File: src/rtl/muldiv_seq.sv
`default_nettype none
// ============================================================================
// muldiv_seq : 32-iteration sequential MUL/MULTU/DIV/DIVU unit with HI/LO.
// Optional macro DIV_ZERO_DETECT_EN: short-circuit divide-by-zero, flag div0.
// Revision: 1.0
// ============================================================================
module muldiv_seq (
  input  logic        clk,
  input  logic        rst,
  input  logic        start,
  input  logic [1:0]  op,
  input  logic [31:0] a,
  input  logic [31:0] b,
  input  logic        mthi,
  input  logic        mtlo,
  input  logic [31:0] wdata,
  output logic        busy,
  output logic        done,
  output logic [31:0] hi,
  output logic [31:0] lo,
  output logic        div0
);

  typedef enum logic [1:0] {IDLE = 2'd0, CALC = 2'd1, FIX = 2'd2} state_t;

  state_t      state_q, state_d;
  logic [4:0]  cnt_q, cnt_d;
  logic        is_div_q, is_div_d;
  logic        neg_lo_q, neg_lo_d;
  logic        neg_hi_q, neg_hi_d;
  logic [31:0] b_q, b_d;
  logic [63:0] acc_q, acc_d;
  logic [31:0] hi_q, hi_d;
  logic [31:0] lo_q, lo_d;
  logic        busy_q, busy_d;
  logic        done_q, done_d;

  logic        sgn_op;
  logic [31:0] a_mag, b_mag;
  logic [32:0] mul_sum, div_shift, div_diff;
  logic [63:0] prod_fix;
  logic [31:0] quo_fix, rem_fix;

  assign sgn_op    = ~op[0];
  assign a_mag     = (sgn_op && a[31]) ? (~a + 32'd1) : a;
  assign b_mag     = (sgn_op && b[31]) ? (~b + 32'd1) : b;
  assign mul_sum   = {1'b0, acc_q[63:32]} + {1'b0, b_q};
  // Restoring divide: upper half holds the remainder, lower half shifts dividend out / quotient in
  assign div_shift = {acc_q[63:32], acc_q[31]};
  assign div_diff  = div_shift - {1'b0, b_q};
  assign prod_fix  = neg_lo_q ? (~acc_q + 64'd1) : acc_q;
  assign quo_fix   = neg_lo_q ? (~acc_q[31:0] + 32'd1) : acc_q[31:0];
  assign rem_fix   = neg_hi_q ? (~acc_q[63:32] + 32'd1) : acc_q[63:32];

`ifdef DIV_ZERO_DETECT_EN
  logic dz_q, dz_d;
  logic div0_q, div0_d;
`endif

  always_comb begin
    state_d  = state_q;
    cnt_d    = cnt_q;
    is_div_d = is_div_q;
    neg_lo_d = neg_lo_q;
    neg_hi_d = neg_hi_q;
    b_d      = b_q;
    acc_d    = acc_q;
    hi_d     = hi_q;
    lo_d     = lo_q;
    done_d   = 1'b0;
`ifdef DIV_ZERO_DETECT_EN
    dz_d     = dz_q;
    div0_d   = 1'b0;
`endif
    case (state_q)
      IDLE: begin
        if (mthi) hi_d = wdata;
        if (mtlo) lo_d = wdata;
        if (start) begin
          is_div_d = op[1];
          b_d      = b_mag;
          acc_d    = {32'd0, a_mag};
          neg_lo_d = sgn_op & (a[31] ^ b[31]);
          neg_hi_d = sgn_op & a[31];
          cnt_d    = 5'd0;
          state_d  = CALC;
`ifdef DIV_ZERO_DETECT_EN
          dz_d = op[1] && (b == 32'd0);
          if (op[1] && (b == 32'd0)) state_d = FIX;
`endif
        end
      end
      CALC: begin
        cnt_d = cnt_q + 5'd1;
        if (is_div_q) begin
          acc_d = {(div_diff[32] ? div_shift[31:0] : div_diff[31:0]),
                   acc_q[30:0], ~div_diff[32]};
        end else if (acc_q[0]) begin
          acc_d = {mul_sum, acc_q[31:1]};
        end else begin
          acc_d = {1'b0, acc_q[63:32], acc_q[31:1]};
        end
        if (cnt_q == 5'd31) state_d = FIX;
      end
      FIX: begin
        state_d = IDLE;
        done_d  = 1'b1;
`ifdef DIV_ZERO_DETECT_EN
        div0_d  = dz_q;
        if (!dz_q) begin
`else
        begin
`endif
          if (is_div_q) begin
            hi_d = rem_fix;
            lo_d = quo_fix;
          end else begin
            hi_d = prod_fix[63:32];
            lo_d = prod_fix[31:0];
          end
        end
      end
      default: state_d = IDLE;
    endcase
    busy_d = (state_d != IDLE);
  end

  always_ff @(posedge clk) begin
    if (rst) begin
      state_q  <= IDLE;
      cnt_q    <= 5'd0;
      is_div_q <= 1'b0;
      neg_lo_q <= 1'b0;
      neg_hi_q <= 1'b0;
      b_q      <= 32'd0;
      acc_q    <= 64'd0;
      hi_q     <= 32'd0;
      lo_q     <= 32'd0;
      busy_q   <= 1'b0;
      done_q   <= 1'b0;
`ifdef DIV_ZERO_DETECT_EN
      dz_q     <= 1'b0;
      div0_q   <= 1'b0;
`endif
    end else begin
      state_q  <= state_d;
      cnt_q    <= cnt_d;
      is_div_q <= is_div_d;
      neg_lo_q <= neg_lo_d;
      neg_hi_q <= neg_hi_d;
      b_q      <= b_d;
      acc_q    <= acc_d;
      hi_q     <= hi_d;
      lo_q     <= lo_d;
      busy_q   <= busy_d;
      done_q   <= done_d;
`ifdef DIV_ZERO_DETECT_EN
      dz_q     <= dz_d;
      div0_q   <= div0_d;
`endif
    end
  end

  assign busy = busy_q;
  assign done = done_q;
  assign hi   = hi_q;
  assign lo   = lo_q;
`ifdef DIV_ZERO_DETECT_EN
  assign div0 = div0_q;
`else
  assign div0 = 1'b0;
`endif

endmodule
`default_nettype wire

File: config.mk
export PLATFORM = sky130hd
export DESIGN_NAME = muldiv_seq
export DESIGN_NICKNAME = d
export VERILOG_FILES = /design/src/rtl/muldiv_seq.sv
export SDC_FILE = /design/constraint.sdc
export NUM_CORES = 1
export LEC_CHECK = 0
export CAP_MARGIN = 20
export CORE_MARGIN = 2
export CORE_UTILIZATION = 30
export DETAILED_ROUTE_END_ITERATION = 6
export GPL_TIMING_DRIVEN = 0
export SYNTH_ARGS = -nofsm -noshare
export SYNTH_HDL_FRONTEND = slang
export SYNTH_SLANG_ARGS = --single-unit
File: constraint.sdc
create_clock -name clk -period 3.9 [get_ports clk]
set_input_delay 0.585 -clock clk [delete_from_list [all_inputs] [get_ports clk]]
set_output_delay 0.585 -clock clk [all_outputs]
set_load 0.02 [all_outputs]
==> metrics.txt, run 1 <==
hold-fix buffers at CTS=0; Die H=222.0 um; Final Net Count=2264; Final min period=3.746 ns; failing checks=DRC; Critical Path AT=4.10 ns; YS warnings=0; Initial DRT Pass Iterations=7; Setup crit end kind=register; Via Count=between 15k and 20k; fin util=37.11%; Inserted Diodes=0; number of global-route vias before repair=14.76k; flop-to-flop setup slack=between 0.15 and 0.2 ns; multi-input logic area=10090 um^2; total instance count after detailed placement=2677; CTS clk-pin slew, worst paths=0.08 ns; Layout area overhead=21.72%; sequential fraction of the synthesis area=24.16%; Clock Tree Buf Depth=2; setup violators final=0; Final ANT Viol Nets=0; DRC viols=5; Pleak=about 6.6 nW; Core Area=46750 um^2; Seq. cell area=~3400 um^2; Inserted Clock Buffers=17; RSZ-0062 raised after global routing=no; max_cap viols=0; Synth Flop Type=dfxtp_1; Yosys cell types=84; Post-synth EDFFs=0; Remaining Overflow, GRT=0; GP Congestion=0.9451; Async S/R FF share, synth=0%; io pins=170; CP Capture Point=acc_q[52]; Tcrit/Tclk final=96.04%; Final Skew=0.01377 ns; CTS root buffer=clkbuf_16; Fin. Hold Viols=0; setup TNS=0 ns; Hold Crit Depth=2; Max Slew Vio Count=0; Max-slew headroom=between 30% and 40%; die width=222.0 um; Port Buffers=167; kind of critical path=reg -> reg; Setup crit start kind=register; Non-Filler Instances=2709; DP Wirelength=roughly 46000 um; Syn Nets=roughly 2.1k; Initial Util=a little under a third; Finished Cell Area=17350 um^2; Critical path origin=acc_q[48]; FF-to-FF path depth=12; Skew-Pair Late Insertion Delay=0.47 ns; initial antenna violation count=1; share of layout cells above drive strength 1=4.615%; Die Area=49280 um^2; largest net degree at the start of global routing=19; filler cell count=4871; vias per cell=5.684; Row Count=79; Slew @ Worst Pin=1.028 ns; 1st-iter DRT viols=between 1k and 1.5k; Post-DP Area=roughly 17000 um^2; GRT Util Overall=22.47%; drt wl/cell=~21 um; CTS tree=done; status=finished with violations; Peak Freq=0.2670 GHz; worst vdd ir=around 0.28 mV; H-tree Lvls=4; Worst Path Max Fanout=10; Reg-to-Reg Start=acc_q[48]; Detailed Route WL=56980 um; Mapped Cells=1903; Clock Sinks=roughly 170; post-synthesis sequential element count=between 150 and 200; Cell Area, Synth=14250 um^2; power density over the cells=326.5 nW/um^2; reg-to-reg endpoint=acc_q[52]; Critical Path RT=roughly 4.3 ns; global-route wire length before repair=85790 um; Hold WC Path Type=reg -> reg; Syn Area/Cell=7.491 um^2
-- flip-flops by register name (all words and copies together) (netlist names) --
name / flops
neg_hi_q: 1
b_q: 32
neg_lo_q: 1
state_q: 2
is_div_q: 1
lo: 32
busy: 1
done: 1
acc_q: 64
cnt_q: 5
hi: 32
-- cell families (layout without fill, tap and decap cells) --
kind of cell,Yosys count,in the layout,share of synthesized area (%)
other,1,1,0.02631
adders and majority gates,72,72,6.425
DFF,172,172,24.16
buffers and inverters,194,393,5.398
AOI/OAI and AO/OA,635,635,29.76
and+or+nand+nor,632,632,21.70
muxes,45,45,3.204
xor gates and xnor gates,152,152,9.339
-- per-layer routing --
layer  part of all wire, %  global-route usage, %  vias to the layer above
met4                   5.3                  12.47                        2
met5                 0.012                      0                        -
met2                    47                  37.18                      589
met1                    42                  27.74                     7347
li1                      -                      -                     7322
met3                   6.1                  3.803                      139
-- cells in the final DEF, fill, tap and decap left out, types with 29 or more instances in the layout --
master           count
nor2_1             252
a21oi_1            190
dfxtp_1            171
clkdlybuf4s50_1    167
nand2_1            133
a211oi_1           111
clkbuf_1            99
o21ai_0             94
xnor2_1             81
xor2_1              71
ha_1                70
inv_1               65
mux2i_1             40
a21o_1              33
nor3_1              31
o31ai_1             29
-- synth_stat cells (10+ instances only) --
master / number / area [um^2]
nor2_1: 252 / 945.9
a21oi_1: 191 / 955.9
dfxtp_1: 172 / 3443
nand2_1: 133 / 499.2
a211oi_1: 112 / 840.8
clkbuf_1: 101 / 379.1
o21ai_0: 94 / 470.5
xnor2_1: 81 / 709.4
xor2_1: 71 / 621.9
ha_1: 70 / 875.8
inv_1: 66 / 247.7
mux2i_1: 40 / 400.4
a21o_1: 33 / 247.7
nor3_1: 31 / 155.2
o31ai_1: 29 / 217.7
nand3_1: 28 / 140.1
or3_1: 27 / 168.9
nor2b_1: 25 / 156.4
and3_1: 19 / 118.9
and2_1: 18 / 112.6
nand2b_1: 18 / 112.6
a311oi_1: 17 / 148.9
o211ai_1: 17 / 127.6
o21a_1: 15 / 112.6
nor4_1: 14 / 87.58
a31oi_1: 13 / 81.33
nand4_1: 12 / 75.07
buf_1: 11 / 41.29
or4_1: 10 / 75.07
-- per-stage QoR --
stage               setup WS (ns)  hold WS, ns  total power [mW]
floorplan                  0.6578       0.4492             3.184
finish                     0.1544       0.4740             5.665
global placement          -0.4404       0.4509             3.834
global route             0.003398       0.5001             5.907
CTS                       0.01918       0.4770             5.640
detailed placement        -0.4546       0.4660             3.854
-- report_power, final --
| part | internal, mW | switching, mW | leakage (nW) |
|---|---|---|---|
| Clock | 0.920 | 0.884 | 0.294 |
| Combinational | 0.742 | 1.11 | 4.87 |
| Sequential | 1.87 | 0.140 | 1.41 |
-- timing repair --
action,4_1_cts,5_1_grt
setup buffers,1,0
endpoints found under the setup margin,25,31
gates resized for setup,4,8
-- how the worst min path moves through the flow --
stage                  from       to  slack (ns)
floorplan           b_q[15]  b_q[15]        0.45
global placement     hi[31]   hi[31]        0.45
detailed placement   hi[23]   hi[23]        0.47
CTS                  lo[13]   lo[13]        0.48
global route         lo[13]   lo[13]        0.50
finish               hi[23]   hi[23]        0.47
-- final cells by class --
| cell class | count | share of cell area [%] |
|---|---|---|
| Buffer | 126 | 3.007 |
| Clock buffer | 17 | 2.452 |
| Clock inverter | 15 | 0.9952 |
| Inverter | 67 | 1.471 |
| Multi-Input combinational cell | 1537 | 58.17 |
| Sequential cell | 172 | 19.85 |
| Tap cell | 607 | 4.377 |
| Timing Repair Buffer | 168 | 9.678 |
-- critical path, cell delays in order, from the launching register on --
cell and delay, ns:
dfxtp_1 0.55, ha_1 0.39, a211o_1 0.32, and3_1 0.20
or3_1 0.38, o221ai_2 0.25, and2_1 0.18, o221a_2 0.19
buf_2 0.25, clkbuf_4 0.34, mux2i_1 0.24, nand2_1 0.08
a32o_1 0.27
Power figures use the tool's default switching activity.
==> inputs of run 2 (changes only) <==
Settings changed: ABC_CLOCK_PERIOD_IN_PS set to 3900.
==> results of run 2 <==
The final DEF is identical to that of run 1; final timing and power are the same.
